==> config.mk <==
export PLATFORM = sky130hd
export DESIGN_NAME = dn_mem_sequencer
export DESIGN_NICKNAME = d
export VERILOG_FILES = /design/src/rtl/dn_mem_pkg.sv /design/src/rtl/dn_fifo.sv /design/src/rtl/dn_mem_sequencer.sv
export SDC_FILE = /design/constraint.sdc
export NUM_CORES = 1
export LEC_CHECK = 0
export BUFFER_PORTS_ARGS = -buffer_cell sky130_fd_sc_hd__buf_2
export CORE_ASPECT_RATIO = 0.5
export CORE_UTILIZATION = 45
export CTS_CLUSTER_SIZE = 25
export DETAILED_ROUTE_END_ITERATION = 12
export PLACE_DENSITY = 0.7
export SYNTH_ARGS = -nofsm -noshare
export SYNTH_HDL_FRONTEND = slang
export SYNTH_SLANG_ARGS = --single-unit
==> constraint.sdc <==
create_clock -name clk_sys -period 5.9 [get_ports clk_sys]
set_clock_uncertainty 0.2 [all_clocks]
set_input_delay 0.59 -clock clk_sys [delete_from_list [all_inputs] [get_ports clk_sys]]
set_output_delay 0.59 -clock clk_sys [all_outputs]
set_load 0.05 [all_outputs]
==> src/rtl/dn_mem_pkg.sv <==
// Shared types and constants for the ioctl download / CPU memory sequencer.
package dn_mem_pkg;

  localparam int unsigned DataW = 8;

  typedef enum logic [2:0] {
    RegionRom    = 3'd0,
    RegionChar   = 3'd1,
    RegionColour = 3'd2,
    RegionSprite = 3'd3
  } region_e;

  typedef enum logic [1:0] {StIdle, StLoad, StDrain, StDone} dn_state_e;

  // FIFO entry layout is {addr, data, region}.
  function automatic int unsigned entry_width(input int unsigned addr_w,
                                              input int unsigned region_w);
    return addr_w + DataW + region_w;
  endfunction

endpackage

==> src/rtl/dn_fifo.sv <==
// Synchronous FIFO with simultaneous push/pop, occupancy count and drop-on-full flag.
module dn_fifo #(
  parameter int unsigned Width = 28,
  parameter int unsigned Depth = 4
) (
  input  logic                       clk_sys,
  input  logic                       reset_n,
  input  logic                       i_push,
  input  logic [Width-1:0]           i_wdata,
  input  logic                       i_pop,
  output logic [Width-1:0]           o_rdata,
  output logic [$clog2(Depth+1)-1:0] o_count,
  output logic [$clog2(Depth+1)-1:0] o_count_nxt,
  output logic                       o_empty,
  output logic                       o_accept,
  output logic                       o_drop
);

  localparam int unsigned PtrW = $clog2(Depth);
  localparam int unsigned CntW = $clog2(Depth + 1);

  logic [Width-1:0] r_mem [Depth];
  logic [PtrW-1:0]  r_wptr;
  logic [PtrW-1:0]  r_rptr;
  logic [CntW-1:0]  r_count;
  logic             w_full;
  logic             w_pop;

  assign o_empty     = (r_count == '0);
  assign w_full      = (r_count == CntW'(Depth));
  assign w_pop       = i_pop && !o_empty;
  // A pop in the same cycle frees the slot, so a push on a full FIFO is still taken.
  assign o_accept    = i_push && (!w_full || w_pop);
  assign o_drop      = i_push && !o_accept;
  assign o_count     = r_count;
  assign o_count_nxt = r_count + CntW'(o_accept) - CntW'(w_pop);
  assign o_rdata     = r_mem[r_rptr];

  always_ff @(posedge clk_sys or negedge reset_n) begin
    if (!reset_n) begin
      r_wptr  <= '0;
      r_rptr  <= '0;
      r_count <= '0;
    end else begin
      if (o_accept) r_wptr <= r_wptr + PtrW'(1);
      if (w_pop)    r_rptr <= r_rptr + PtrW'(1);
      r_count <= o_count_nxt;
    end
  end

  always_ff @(posedge clk_sys) begin
    if (o_accept) r_mem[r_wptr] <= i_wdata;
  end

endmodule

==> src/rtl/dn_mem_sequencer.sv <==
// Arbitrates the shared memory port between buffered ioctl download bytes and CPU accesses.
module dn_mem_sequencer
  import dn_mem_pkg::*;
#(
  parameter int unsigned ADDR_W     = 17,
  parameter int unsigned FIFO_DEPTH = 4,
  parameter int unsigned STARVE_MAX = 15,
  parameter int unsigned REGION_W   = 3
) (
  input  logic                clk_sys,
  input  logic                reset_n,
  input  logic                ioctl_download,
  input  logic                ioctl_wr,
  input  logic [24:0]         ioctl_addr,
  input  logic [DataW-1:0]    ioctl_dout,
  input  logic [7:0]          ioctl_index,
  output logic                ioctl_wait,
  input  logic                cpu_req,
  input  logic                cpu_we,
  input  logic [ADDR_W-1:0]   cpu_addr,
  input  logic [DataW-1:0]    cpu_din,
  input  logic [REGION_W-1:0] cpu_region,
  output logic                cpu_ack,
  output logic [ADDR_W-1:0]   mem_addr,
  output logic [DataW-1:0]    mem_din,
  output logic                mem_we,
  output logic [REGION_W-1:0] mem_region,
  output logic                dn_busy,
  output logic                dn_done,
  output logic                dn_overflow
);

  localparam int unsigned EntryW = entry_width(ADDR_W, REGION_W);
  localparam int unsigned CntW   = $clog2(FIFO_DEPTH + 1);
  localparam int unsigned StrvW  = $clog2(STARVE_MAX + 1);

  logic [EntryW-1:0]   w_wdata;
  logic [EntryW-1:0]   w_rdata;
  logic [CntW-1:0]     w_count;
  logic [CntW-1:0]     w_count_nxt;
  logic                w_push;
  logic                w_accept;
  logic                w_drop;
  logic                w_empty;
  logic                w_full;
  logic                w_force;
  logic                w_cpu_gnt;
  logic                w_dn_gnt;
  logic                w_drained;
  logic                w_unused;
  dn_state_e           r_state;
  dn_state_e           w_state_nxt;
  logic [StrvW-1:0]    r_starve;
  logic [ADDR_W-1:0]   r_mem_addr;
  logic [DataW-1:0]    r_mem_din;
  logic [REGION_W-1:0] r_mem_region;
  logic                r_mem_we;
  logic                r_cpu_ack;
  logic                r_dn_wr;
  logic                r_wait;
  logic                r_busy;
  logic                r_done;
  logic                r_overflow;

  assign w_push  = ioctl_wr && ioctl_download;
  assign w_wdata = {ioctl_addr[ADDR_W-1:0], ioctl_dout, ioctl_index[REGION_W-1:0]};
  // Upper address/index bits are intentionally discarded.
  assign w_unused = ^{ioctl_addr[24:ADDR_W], ioctl_index[7:REGION_W]};

  dn_fifo #(
    .Width(EntryW),
    .Depth(FIFO_DEPTH)
  ) u_fifo (
    .clk_sys    (clk_sys),
    .reset_n    (reset_n),
    .i_push     (w_push),
    .i_wdata    (w_wdata),
    .i_pop      (w_dn_gnt),
    .o_rdata    (w_rdata),
    .o_count    (w_count),
    .o_count_nxt(w_count_nxt),
    .o_empty    (w_empty),
    .o_accept   (w_accept),
    .o_drop     (w_drop)
  );

  assign w_full    = (w_count == CntW'(FIFO_DEPTH));
  assign w_force   = (r_starve == StrvW'(STARVE_MAX));
  assign w_cpu_gnt = cpu_req && !w_force;
  assign w_dn_gnt  = !w_empty && !w_cpu_gnt;
  // Drained once the FIFO is empty and the last download write has left the port.
  assign w_drained = w_empty && !r_dn_wr;

  always_comb begin
    w_state_nxt = r_state;
    unique case (r_state)
      StIdle:  if (w_accept) w_state_nxt = StLoad;
      StLoad:  if (!ioctl_download) w_state_nxt = w_drained ? StDone : StDrain;
      StDrain: begin
        if (ioctl_download)  w_state_nxt = StLoad;
        else if (w_drained)  w_state_nxt = StDone;
      end
      StDone:  w_state_nxt = w_accept ? StLoad : StIdle;
      default: w_state_nxt = StIdle;
    endcase
  end

  always_ff @(posedge clk_sys or negedge reset_n) begin
    if (!reset_n) r_state <= StIdle;
    else          r_state <= w_state_nxt;
  end

  always_ff @(posedge clk_sys or negedge reset_n) begin
    if (!reset_n) begin
      r_starve     <= '0;
      r_mem_addr   <= '0;
      r_mem_din    <= '0;
      r_mem_region <= '0;
      r_mem_we     <= 1'b0;
      r_cpu_ack    <= 1'b0;
      r_dn_wr      <= 1'b0;
      r_wait       <= 1'b0;
      r_busy       <= 1'b0;
      r_done       <= 1'b0;
      r_overflow   <= 1'b0;
    end else begin
      r_mem_we  <= 1'b0;
      r_cpu_ack <= 1'b0;
      r_dn_wr   <= w_dn_gnt;
      if (w_cpu_gnt) begin
        r_mem_addr   <= cpu_addr;
        r_mem_din    <= cpu_din;
        r_mem_region <= cpu_region;
        r_mem_we     <= cpu_we;
        r_cpu_ack    <= 1'b1;
      end else if (w_dn_gnt) begin
        {r_mem_addr, r_mem_din, r_mem_region} <= w_rdata;
        r_mem_we <= 1'b1;
      end
      if (w_dn_gnt)                r_starve <= '0;
      else if (w_full && w_cpu_gnt) r_starve <= r_starve + StrvW'(1);
      // One slot of slack for the strobe already in flight when wait is seen.
      r_wait     <= (w_count_nxt >= CntW'(FIFO_DEPTH - 1));
      r_busy     <= (w_state_nxt == StLoad) || (w_state_nxt == StDrain);
      r_done     <= (w_state_nxt == StDone);
      r_overflow <= r_overflow || w_drop;
    end
  end

  assign ioctl_wait  = r_wait;
  assign cpu_ack     = r_cpu_ack;
  assign mem_addr    = r_mem_addr;
  assign mem_din     = r_mem_din;
  assign mem_we      = r_mem_we;
  assign mem_region  = r_mem_region;
  assign dn_busy     = r_busy;
  assign dn_done     = r_done;
  assign dn_overflow = r_overflow;

endmodule

# --- After elaboration in Yosys (flattened, before gate mapping) ---
# Memory sizes are Yosys's and may differ from the RTL's.
# Index checks and enable logic that the tools add are counted.
classes:
  addsub: 5
  multipliers: 0
  div: 0
  order_cmp: 1
  n_eq_ne: 8
  n_shift: 0
  muxes: 20
  bitwise: 0
  reduce_logical: 21
op_table:
  columns: ["operator", "n"]
  rows:
  - ["17-bit 2-to-1 mux", 2]
  - ["8-bit 2-to-1 mux", 2]
  - ["2-bit == test (second input constant)", 4]
  - ["1-bit logical AND", 8]
  - ["2-bit 2-to-1 mux", 4]
  - ["4-bit 2-to-1 mux", 2]
  - ["2-bit case mux with 4 select lines", 1]
  - ["1-bit 2-to-1 mux", 7]
  - ["1-bit zero test", 6]
  - ["3-bit 2-to-1 mux", 2]
  - ["2-bit by 1-bit adder with 2-bit output (second input constant)", 2]
  - ["4-bit by 1-bit adder with 4-bit output (second input constant)", 1]
  - ["2-bit by 1-bit == test with 1-bit output (second input constant)", 2]
  - ["4-bit == test (second input constant)", 1]
  - ["2-bit nonzero test", 2]
  - ["3-bit by 1-bit adder with 3-bit output", 1]
  - ["3-bit == test (second input constant)", 1]
  - ["3-bit by 2-bit >= comparator with 1-bit output (second input constant)", 1]
  - ["3-bit zero test", 1]
  - ["1-bit logical OR", 3]
  - ["3-bit by 1-bit subtractor with 3-bit output", 1]
  - ["2-bit zero test", 1]
totals:
  regBits: 48
  latch_bits: 0
  ram_bits: 112
  romBits: 0
  in_bits: 75
  output_inout_bits: 34
  wordCells: 71
  memories: 1
mem_list:
  columns: ["memory", "depth", "word_bits", "rd", "rd_ports_with_merged_regs", "wr", "line", "source"]
  rows:
  - ["u_fifo.r_mem", 4, 28, 1, 0, 1, "dn_fifo.sv:22", "logic [Width-1:0] r_mem [Depth];"]

# --- Depth between registers and ports, before layout ---
# Gate-level depths: netlist of run 1.
depth:
  depth_word: 12
  ltp_mapped: 11
  ltp_nobuf: 11

# --- Hierarchy ---
# Synthesis of run 1 repeated with hierarchy kept, for this count alone.
hier_totals:
  cells_unflattened: 350
  hier_area_um2: 6308.6
by_module_without_submodules:
  columns: ["mod", "instances", "cells_each", "area_per_inst_um2", "seq_area_each_um2"]
  rows:
  - ["dn_fifo", 1, 183, 4465.5, 3538.4]
  - ["dn_mem_sequencer", 1, 167, 1843.0, 1026.0]

# --- Worst setup path before layout of run 1 ---
# Ideal clock, no wire load.
synth_path:
  kind: "flip-flop to flip-flop"
  start: "reg r_starve[0]"
  end: "reg r_wait, in the netlist ioctl_wait"
  setup_ns: 0.118
  arrival_ns: 2.408
  required_time_ns: 5.582
  setup_slack_ns: 3.174
  path_stages_with_launch: 12
  path_buffers: 0
  period_less_slack_ns: 2.726
  cell_sequence: "dfrtp_1 -> ha_1 -> nand3_1 -> a21oi_1 -> ha_1 -> inv_1 -> ha_1 -> inv_1 -> fa_1 -> xnor2_1 -> xnor2_1 -> a21o_1"
synth_between:
  elab_chain_len: 11
synth_rtl:
  columns: ["item", "line", "source"]
  rows:
  - ["from (decl)", "dn_mem_sequencer.sv:53", "logic [StrvW-1:0] r_starve;"]
  - ["from (signal assigned)", "dn_mem_sequencer.sv:141", "else if (w_full && w_cpu_gnt) r_starve <= r_starve + StrvW'(1);"]
  - ["4-bit == test (*)", "dn_mem_sequencer.sv:88", "assign w_force = (r_starve == StrvW'(STARVE_MAX));"]
  - ["1-bit zero test (*)", "dn_mem_sequencer.sv:89", "assign w_cpu_gnt = cpu_req && !w_force;"]
  - ["1-bit logical AND (*)", "dn_mem_sequencer.sv:89", null]
  - ["1-bit zero test (*)", "dn_mem_sequencer.sv:90", "assign w_dn_gnt = !w_empty && !w_cpu_gnt;"]
  - ["1-bit logical AND (*)", "dn_mem_sequencer.sv:90", null]
  - ["net u_fifo.i_pop", "dn_fifo.sv:10", "input logic i_pop,"]
  - ["1-bit logical AND (*)", "dn_fifo.sv:31", "assign w_pop = i_pop && !o_empty;"]
  - ["1-bit logical OR", "dn_fifo.sv:33", "assign o_accept = i_push && (!w_full || w_pop);"]
  - ["1-bit logical AND", "dn_fifo.sv:33", null]
  - ["3-bit by 1-bit adder with 3-bit output", "dn_fifo.sv:36", "assign o_count_nxt = r_count + CntW'(o_accept) - CntW'(w_pop);"]
  - ["3-bit by 1-bit subtractor with 3-bit output (*)", "dn_fifo.sv:36", null]
  - ["net u_fifo.o_count_nxt[2]", "dn_fifo.sv:13", "output logic [$clog2(Depth+1)-1:0] o_count_nxt,"]
  - ["3-bit by 2-bit >= comparator with 1-bit output (*)", "dn_mem_sequencer.sv:143", "r_wait <= (w_count_nxt >= CntW'(FIFO_DEPTH - 1));"]
  - ["to (signal assigned)", "dn_mem_sequencer.sv:143", null]
  - ["to (decl)", "dn_mem_sequencer.sv:60", "logic r_wait;"]
# Mark *: on every way through the listed nets, which the timed path passes. The rest lies on a longest branch.
# A chain may end at the register's enable or synchronous reset.

# --- Worst setup path after layout of run 1 ---
layout_path:
  start: "reg r_starve[0]"
  end: "mem u_fifo.r_mem[2][21], enable pin"
layout_between:
  elab_chain_len: 10
layout_rtl:
  columns: ["item", "line", "source"]
  rows:
  - ["4-bit == test", "dn_mem_sequencer.sv:88", null]
  - ["1-bit zero test", "dn_mem_sequencer.sv:89", null]
  - ["1-bit logical AND", "dn_mem_sequencer.sv:89", null]
  - ["1-bit zero test", "dn_mem_sequencer.sv:90", null]
  - ["1-bit logical AND", "dn_mem_sequencer.sv:90", null]
  - ["1-bit logical AND", "dn_fifo.sv:31", null]
  - ["1-bit logical OR", "dn_fifo.sv:33", null]
  - ["1-bit logical AND", "dn_fifo.sv:33", null]
  - ["1-bit 2-to-1 mux", "dn_fifo.sv:52", "if (o_accept) r_mem[r_wptr] <= i_wdata;"]
  - ["1-bit 2-to-1 mux (implied by the code)", "dn_fifo.sv:52", null]
  - ["to (decl)", "dn_fifo.sv:22", null]
# Every way passes these cells.

==> results_dict.tcl, run 1 <==
set metrics [dict create \
    end_kind "register" \
    clk_latency_ns 0.42 \
    place.gp.congestion 0.754 \
    placementRows 30 \
    yosysSeqAreaShare_pct 72.4 \
    cts_root_buf "clkbuf_16" \
    path_cells "ha_1 > nand3_1 > buf_4 > a31oi_2 > and2_1 > buf_4" \
    placed_cells 626 \
    route.detailed.drc 0 \
    pre_cts_ws_ns 2.53 \
    clkSinkCount 160 \
    cts_max_path_buffers 2 \
    syn_area_per_cell_um2 18.0 \
    hold_buffers 0 \
    status "complete, no violations" \
    grt_util_all_layers_pct 18.9 \
    dr_wl_met3_um 558 \
    cp.depth 6 \
    critPathTopFamily "simple AND/OR/NAND/NOR gates" \
    synth-seq-cells 160 \
    fin_util_pct 55.5 \
    r2r_end "u_fifo.r_mem[2][21]$_DFFE_PP_" \
    worstPathArrival_ns 3.27 \
    setup_slack_ns 2.54 \
    overflow 0 \
    met2_length_um 6180 \
    top_layer_used "met5" \
    startpoint_type "register" \
    period_needed_ns 3.36 \
    relSlewSlack_pct 32.5 \
    grt_pass1_wl_um 19900 \
    grt_pass1_vias 3588 \
    wire_per_inst_um 19.3 \
    clk_pin_slew_ns 0.06 \
    synth_area_um2 6310 \
    max_slew.worst_pin.slew_ns 1.01 \
    vias 3511 \
    cts_max_level 4 \
    synthCells 350 \
    ys.flop_type "edfxtp_1" \
    post_cts_buffers 0 \
    finalSetupTns_ns 0 \
    hpwlAfterDp_um 7750 \
    finish.net_count 537 \
    drt_iter0_drc 229 \
    start_util_pct 46.3 \
    met1_length_um 5820 \
    tritoncts "built" \
    yosysMostFrequentCell "edfxtp_1" \
    final-max-slew-violation-count 0 \
    netlist.area_leader.share_pct 53.3 \
    nFillCells 1072 \
    vias_per_cell 5.34 \
    cp_common_cell "buf_4" \
    hold_viol_final 0 \
    clock.fmax_mhz 297 \
    yosysWarningCount 0 \
    antenna_found_initial 1 \
    rsz0062_at_grt "no" \
    multi_input_area_um2 1600 \
    die_x_um 169 \
    synth_edf_count 112 \
    crit_type "register to register" \
    fp.dieH_um 85.7 \
    max-cap-violations 0 \
    p_leak_nw 2.91 \
    peakVddDrop_uv 260 \
    ys_types 32 \
    grt_max_degree 49 \
    synth.largest_area_cell "edfxtp_1" \
    critPathSlowestCell "and2_1" \
    fin_crit_sh_pct 57.0 \
    critPathMaxStageDelay_ns 0.69 \
    layoutNonFillerInstCount 658 \
    io_buffers 95 \
    pwr_density_cell_nw_per_um2 494 \
    postRouteAntennaNets 0 \
    cts_made_buffers 17 \
    worst_hold_path_type "primary input to asynchronous set/reset pin" \
    seq_area_um2 4570 \
    area_growth_pct 19.9 \
    rr_worst_depth 6 \
    synth_area_leaders "edfxtp_1, dfrtp_1, mux4_2" \
    synthArstFlopShare_pct 30.0 \
    drive_above_1_share_pct 36.9 \
    critPathBufInv 2 \
    finalWirelength_um 12700 \
    post_cts_resized 0 \
    die_area_um2 14500 \
    rr_startpoint "r_starve[0]$_DFFE_PN0P_" \
    synth_nets 434 \
    synthTopCellsByCount "edfxtp_1, dfrtp_1, nand2_1" \
    dr.pass1.iters 4 \
    setup_violations 0 \
    fp.coreArea_um2 13600 \
    diodes 0 \
    cp_max_fo 24 \
    ff2ff_setup_slack_ns 2.54 \
    critical_path_required_ns 5.80 \
    pin_count 109 \
]
-- registers in the layout, summed over array words and instances, names as in the netlist, 2 cells and up --
signal,count
mem_region,3
u_fifo.r_mem,112
r_state,2
u_fifo.r_rptr,2
r_starve,4
u_fifo.o_count,3
u_fifo.r_wptr,2
mem_addr,17
mem_din,8
-- worst register-to-register path, cell delays in order (launching register included) --
cell,delay [ns]
dfrtp_1,0.38
ha_1,0.17
nand3_1,0.34
buf_4,0.38
a31oi_2,0.49
and2_1,0.70
buf_4,0.39
-- worst max-delay path by stage --
stage,start,end,slack (ns)
after global routing,r_starve[0]$_DFFE_PN0P_,u_fifo.r_mem[2][21]$_DFFE_PP_,2.36
after CTS,r_starve[0]$_DFFE_PN0P_,u_fifo.r_mem[2][11]$_DFFE_PP_,2.52
after floorplan,r_starve[0]$_DFFE_PN0P_,ioctl_wait$_DFF_PN0_,3.17
after detailed placement,r_starve[0]$_DFFE_PN0P_,u_fifo.r_mem[2][19]$_DFFE_PP_,2.53
after global placement,r_starve[0]$_DFFE_PN0P_,u_fifo.r_mem[2][19]$_DFFE_PP_,2.55
final,r_starve[0]$_DFFE_PN0P_,u_fifo.r_mem[2][21]$_DFFE_PP_,2.54
-- report_power, final --
part           switching, mW  leakage [nW]  total [mW]  internal [mW]
Combinational          0.677          1.07        1.10          0.420
Sequential             0.177          1.58        1.59           1.41
Clock                  0.451         0.257        1.05          0.599
Total                   1.30          2.91        3.74           2.43
-- stage by stage --
step	total power, mW	hold WS [ns]	cell area (um^2)
floorplan	2.43	0.0944	6310
global placement	2.69	0.248	6990
detailed placement	2.72	0.253	6990
CTS	3.78	0.111	7560
global route	3.92	0.145	7560
finish	3.74	0.0769	7560
-- logic make-up (layout without fill, tap and decap cells) --
group,after synthesis,after routing,synth area share [%]
buffers and inverters,30,146,2.30
multiplexers,30,30,10.4
AO/OA/AOI/OAI,66,66,8.39
flip-flops,160,160,72.4
XOR/XNOR,8,8,1.11
adder cells (fa/ha/maj),9,9,1.90
AND/OR/NAND/NOR,47,47,3.55
-- layout by cell type, fill, tap and decap left out, types with 2 or more instances in the layout --
cell type | synthesis | final
a2bb2oi_1 | 28 | 28
mux2_2 | 2 | 2
mux4_2 | 28 | 28
clkinvlp_4 | 0 | 7
buf_4 | 1 | 10
inv_1 | 9 | 9
a22oi_1 | 28 | 28
ha_1 | 8 | 8
buf_2 | 11 | 95
nand3_1 | 2 | 2
or3_1 | 2 | 2
and2_1 | 4 | 4
xnor2_1 | 7 | 7
dfrtp_1 | 48 | 47
edfxtp_1 | 112 | 112
nand2_1 | 32 | 32
clkbuf_16 | 0 | 17
nor2_1 | 3 | 3
a21oi_1 | 3 | 3
inv_6 | 0 | 4
-- cell type report --
cell class / count / area share, %
Sequential cell: 160 / 60.4
Timing Repair Buffer: 105 / 7.28
Tap cell: 192 / 3.18
Clock inverter: 13 / 1.70
Multi-Input combinational cell: 160 / 21.2
Inverter: 9 / 0.447
Clock buffer: 19 / 5.86
-- layer usage --
| metal | vias to the layer above | GRT usage [%] |
|---|---|---|
| met5 | - | 0 |
| met4 | 2 | 5.90 |
| met3 | 11 | 4.43 |
| met2 | 88 | 31.0 |
| li1 | 1591 | - |
| met1 | 1819 | 25.3 |
Power figures use the tool's default switching activity.
==> run 2, diff against run 1 <==
Settings changed: PLACE_DENSITY 0.7 to 0.73.
Clock period 5.9 ns to 3.05 ns, I/O delays scaled along.
==> run 2 against run 1 <==
Global-route usage grew 1.3 points. Total power grew 100%. Sequential cell count unchanged. Critical path depth grew 5. Critical path type unchanged. Combinational power increased by 120%. Register-to-register slack lost 2.0 ns. Sequential share of layout area fell by 5.2 points. Wire length increased by 8.1%. Largest power group unchanged. Highest routed layer is now met4. First-iteration DRC count increased by 17%.
==> results_dict.tcl, run 2 (same netlist as run 1, synthesis figures left out) <==
set metrics [dict create \
    drt_iter0_drc 267 \
    grt_util_all_layers_pct 20.2 \
    worstPathArrival_ns 2.66 \
    max-cap-violations 0 \
    clock.fmax_mhz 391 \
    fin_util_pct 60.8 \
    cp_common_cell "ha_1" \
    tritoncts "built" \
    start_util_pct 46.3 \
    place.gp.congestion 0.752 \
    end_kind "register" \
    placed_cells 635 \
    nFillCells 979 \
    antenna_found_initial 0 \
    critPathSlowestCell "dfrtp_1" \
    area_growth_pct 31.3 \
    startpoint_type "register" \
    drive_above_1_share_pct 33.8 \
    post_cts_buffers 0 \
    period_needed_ns 2.56 \
    io_buffers 95 \
    layoutNonFillerInstCount 727 \
    status "complete, no violations" \
    wire_per_inst_um 18.8 \
    cp_max_fo 3 \
    grt_pass1_vias 4047 \
    finalSetupTns_ns 0 \
    diodes 0 \
    final_area_um2 8280 \
    dr.pass1.iters 5 \
    clkSinkCount 160 \
    vias 3817 \
    pwr_density_cell_nw_per_um2 909 \
    setup_violations 0 \
    final-max-slew-violation-count 0 \
    peakVddDrop_uv 434 \
    placedInstanceArea_um2 7070 \
    hold_viol_final 0 \
    hpwlAfterDp_um 8080 \
    vias_per_cell 5.25 \
    rsz0062_at_grt "no" \
    crit_type "register to register" \
    hold_buffers 60 \
    clk_pin_slew_ns 0.06 \
    fin_crit_sh_pct 83.8 \
    overflow 0 \
    die_area_um2 14500 \
    clk_latency_ns 0.41 \
    largest_reg_flops 112 \
    regMostFlops "u_fifo.r_mem" \
    finalWirelength_um 13700 \
    cts_max_path_buffers 2 \
    grt_pass1_wl_um 21500 \
    max_slew.worst_pin.slew_ns 0.861 \
    mostFrequentLayoutCells "edfxtp_1, buf_2, dlygate4sd3_1" \
    relSlewSlack_pct 42.6 \
    cts_made_buffers 17 \
    cts_root_buf "clkbuf_16" \
    grt_max_degree 38 \
    cts_max_level 4 \
    pin_count 109 \
    critical_path_required_ns 3.15 \
    fp.coreArea_um2 13600 \
    route.detailed.drc 0 \
    fp.dieH_um 85.7 \
    finish.net_count 606 \
    worst_hold_path_type "primary input to register" \
    post_cts_resized 0 \
    path_cells "ha_1 > nand3_1 > a21oi_1 > ha_1 > inv_1 > ha_1 > inv_1 > fa_1 > xnor2_1 > xnor2_1 > a21o_1" \
    critPathMaxStageDelay_ns 0.39 \
    final_common_cell "edfxtp_1" \
    p_leak_nw 3.24 \
    placementRows 30 \
    critPathBufInv 2 \
    die_x_um 169 \
    critPathTopFamily "adder cells" \
    postRouteAntennaNets 0 \
]
[run 2: changes by cell type in the layout (fill, tap and decap cells not counted), sizes merged]
cell	delta
dlygate4sd3	+60
buf	+9
clkinv	+4
clkinvlp	-4
bufinv	+2
clkbuf	-2
[run 2: power by group]
group	leakage (nW)	total [mW]	switching [mW]	internal [mW]
combinational	1.37	2.37	1.46	0.915
sequential	1.58	2.98	0.245	2.74
clock	0.290	2.17	0.873	1.30
total	3.24	7.52	2.57	4.95
[run 2: worst reg2reg max path, cell delays in order, from the launching register on]
cell	delay (ns)
dfrtp_1	0.39
ha_1	0.18
nand3_1	0.12
a21oi_1	0.24
ha_1	0.26
inv_1	0.05
ha_1	0.13
inv_1	0.05
fa_1	0.37
xnor2_1	0.14
xnor2_1	0.15
a21o_1	0.16
[run 2: layout make-up]
cell class	instances	area [um^2]	area share, %
Inverter	9	33.8	0.408
Clock buffer	17	425	5.14
Timing Repair Buffer	174	1230	14.9
Tap cell	192	240	2.90
Sequential cell	160	4570	55.1
Multi-Input combinational cell	160	1600	19.3
Clock inverter	15	181	2.19
[run 2: path summary, 6_finish.rpt]
path,from,to,slack (ns),cells past startpoint
setup reg to reg,r_starve[0]$_DFFE_PN0P_,ioctl_wait$_DFF_PN0_,0.49,11
max in group asynchronous,reset_n,mem_din[1]$_DFFE_PN0P_,1.57,3
hold / removal,cpu_req,mem_region[2]$_DFFE_PN0P_,0.23,3
setup / recovery,r_starve[0]$_DFFE_PN0P_,ioctl_wait$_DFF_PN0_,0.49,11
min in group asynchronous,reset_n,mem_region[2]$_DFFE_PN0P_,0.38,2
hold reg to reg,dn_overflow$_DFF_PN0_,dn_overflow$_DFF_PN0_,0.28,1
[run 2: metrics by stage]
step / worst slack, ns / hold slack [ns] / power [mW]
final: 0.495 / 0.235 / 7.52
after global routing: 0.274 / 0.247 / 7.86
after CTS: 0.487 / 0.216 / 7.57
after detailed placement: 0.495 / 0.263 / 5.32
after global placement: 0.532 / 0.246 / 5.26
after floorplan: 0.324 / -0.191 / 4.71
[run 2: routing by layer]
layer  track usage [%]  part of all wire (%)
met1              25.4                    41
met2              34.1                    51
met3              4.29                   6.1
met4              9.50                   1.8
met5                 0                     0
==> run 3, diff against run 2 <==
Settings changed: ABC_AREA set to 1, PLACE_DENSITY 0.73 to 0.72.
Clock period 3.05 ns to 2.35 ns, I/O delays scaled along.
==> run 3 against run 2 <==
The flow now finishes with violations (negative hold slack). Non-clock buffer count grew 4. Combinational power is 65% higher. Fmax up 12%. Wire length rose by 13%. Total power increased by 37%.
==> results_dict.tcl, run 3 <==
set metrics [dict create \
    met1_length_um 6970 \
    synthCells 681 \
    route.detailed.drc 0 \
    layoutNonFillerInstCount 1057 \
    diodes 0 \
    synthTopCellsByCount "nand2_1, edfxtp_1, nand3_1, dfrtp_1, inv_1" \
    synthArstFlopShare_pct 30.0 \
    ff2ff_setup_slack_ns 0.07 \
    final_common_cell "nand2_1" \
    peakVddDrop_uv 629 \
    nFillCells 1196 \
    startpoint_type "register" \
    finish.net_count 930 \
    period_needed_ns 2.28 \
    p_seq_share_pct 36.8 \
    postRouteAntennaNets 0 \
    io_buffers 95 \
    relSlewSlack_pct 55.8 \
    dr.pass1.iters 5 \
    placed_cells 966 \
    p_leak_nw 4.03 \
    pwr_density_cell_nw_per_um2 1160 \
    tritoncts "built" \
    pwr-share-comb_pct 37.7 \
    end_kind "register" \
    yosysMostFrequentCell "nand2_1" \
    worst_hold_path_type "primary input to register" \
    clock.fmax_mhz 439 \
    worstPathArrival_ns 2.39 \
    cts_root_buf "clkbuf_16" \
    wire_per_inst_um 14.6 \
    worstHoldStart "cpu_addr[8]" \
    max_slew.worst_pin.slew_ns 0.663 \
    fp.coreArea_um2 14700 \
    vias 4989 \
    hold_viol_final 1 \
    synth_nets 765 \
    clk_pin_slew_ns 0.06 \
    dr_wl_met3_um 862 \
    hold_slack_ns -0.00113 \
    fp.dieH_um 89.7 \
    p_sw_mw 4.14 \
    grt_pass1_vias 4739 \
    synth_area_leaders "edfxtp_1, dfrtp_1, nand2_1" \
    synth-seq-cells 160 \
    place.gp.congestion 0.793 \
    min_path_cells 6 \
    yosysWarningCount 0 \
    clkSinkCount 160 \
    overflow 0 \
    violations "negative hold slack" \
    hpwlAfterDp_um 9320 \
    cts_max_level 4 \
    crit_type "register to register" \
    setup_slack_ns 0.0706 \
    fin_util_pct 60.5 \
    cp_max_fo 2 \
    placedInstanceArea_um2 7730 \
    start_util_pct 46.9 \
    ys_types 24 \
    mostFrequentLayoutCells "nand2_1, edfxtp_1, buf_2" \
    status "complete, but fails checks" \
    vias_per_cell 4.72 \
    switching_share_pct 40.1 \
    cts_max_path_buffers 2 \
    synth_edf_count 112 \
    yosysSeqAreaShare_pct 66.0 \
    drt_iter0_drc 295 \
    ys.flop_type "edfxtp_1" \
    rr_worst_depth 13 \
    finalWirelength_um 15500 \
    final_area_um2 8920 \
    clkPwrFrac_pct 25.5 \
    critical_path_required_ns 2.46 \
    regMostFlops "u_fifo.r_mem" \
    holdPathEnd "mem_addr[8]$_DFFE_PN0P_" \
    grt_util_all_layers_pct 20.5 \
    synth_area_um2 6920 \
    pin_count 109 \
    clk_latency_ns 0.42 \
    pre_cts_ws_ns -0.00802 \
    largest_reg_flops 112 \
    die_area_um2 15900 \
    die_x_um 177 \
    grt_max_degree 58 \
    p_int_mw 6.19 \
    final-max-slew-violation-count 0 \
    r2r_end "ioctl_wait$_DFF_PN0_" \
    synth.largest_area_cell "edfxtp_1" \
    setup_violations 0 \
    cts_made_buffers 17 \
    grt_pass1_wl_um 24300 \
    fin_crit_sh_pct 97.0 \
    met2_length_um 7540 \
    syn_area_per_cell_um2 10.2 \
    placementRows 31 \
    max-cap-violations 0 \
    area_growth_pct 29.0 \
    top_layer_used "met4" \
    rr_startpoint "r_starve[1]$_DFFE_PN0P_" \
    drive_above_1_share_pct 22.5 \
    netlist.area_leader.share_pct 48.6 \
    antenna_found_initial 0 \
]
-- run 3: cell types whose count changed after synthesis, sizes merged, moves of 6 or more --
cell     before  now
buf          14   28
nor2          3   14
a22oi        28    0
xnor2         7    1
nand3         2   60
mux4         28    0
a2bb2oi      28    0
inv           9   58
nand3b        0   28
nand2        32  311
-- run 3: metrics by stage --
stage / total power, mW / setup TNS, ns
final: 10.3 / 0
after global routing: 11.0 / -0.0136
after CTS: 10.3 / 0
after detailed placement: 7.60 / -0.00802
after global placement: 7.52 / 0
after floorplan: 6.57 / -3.24
-- run 3: worst max-delay path by stage --
| stage | startpoint | to | slack, ns | cells past startpoint |
|---|---|---|---|---|
| after floorplan | r_starve[0]$_DFFE_PN0P_ | u_fifo.r_mem[0][0]$_DFFE_PP_ | -0.03 | 6 |
| after global placement | r_starve[1]$_DFFE_PN0P_ | ioctl_wait$_DFF_PN0_ | 0.02 | 13 |
| after detailed placement | r_starve[1]$_DFFE_PN0P_ | ioctl_wait$_DFF_PN0_ | -0.008 | 13 |
| after CTS | r_starve[0]$_DFFE_PN0P_ | ioctl_wait$_DFF_PN0_ | 0.008 | 13 |
| after global routing | r_starve[1]$_DFFE_PN0P_ | ioctl_wait$_DFF_PN0_ | -0.01 | 13 |
| final | r_starve[1]$_DFFE_PN0P_ | ioctl_wait$_DFF_PN0_ | 0.07 | 13 |
-- run 3: kinds of logic after synthesis --
logic type	share of synthesized area (%)
AOI/OAI and AO/OA	0.561
xor gates and xnor gates	0.253
adders and majority gates	1.74
buffers and inverters	5.86
DFF	66.0
and+or+nand+nor	25.6
-- run 3: cell type report --
| cell class | instances | area [um^2] | area share [%] |
|---|---|---|---|
| clock buffer | 18 | 429 | 4.81 |
| clock inverter | 14 | 134 | 1.50 |
| inverter | 58 | 223 | 2.50 |
| multi-input combinational | 431 | 2010 | 22.5 |
| sequential | 160 | 4570 | 51.2 |
| tap | 198 | 248 | 2.78 |
| timing repair buffer | 178 | 1310 | 14.7 |
-- run 3: power by group through the flow --
stage / Sequential, mW / Clock (mW) / Combinational [mW]
after floorplan: 4.76 / 0 / 1.81
after detailed placement: 3.85 / 0 / 3.75
after CTS: 3.80 / 2.66 / 3.84
after global placement: 3.83 / 0 / 3.69
after global routing: 3.85 / 2.80 / 4.33
final: 3.80 / 2.63 / 3.90
-- run 3: worst max-delay path, stage by stage, from the launching register on --
cell,delay (ns)
dfrtp_1,0.39
ha_2,0.20
nand3_2,0.07
nand2_2,0.08
nand2_4,0.07
inv_4,0.04
ha_4,0.20
inv_2,0.06
ha_4,0.12
inv_2,0.04
fa_2,0.56
inv_2,0.04
nand2_2,0.05
nand2_1,0.04
-- run 3: routing by layer --
layer	vias to the layer above	global-route usage (%)
met2	131	34.0
met3	8	4.46
met5	-	0
li1	2528	-
met4	0	6.68
met1	2322	27.3
-- run 3: timing repair --
item | in CTS | in global routing
pin swaps | 0 | 6
setup endpoints to repair | 1 | 25
resized for setup | 2 | 12
hold buffers | 56 | 0
setup buffers | 1 | 2
hold endpoints to repair | 187 | 0
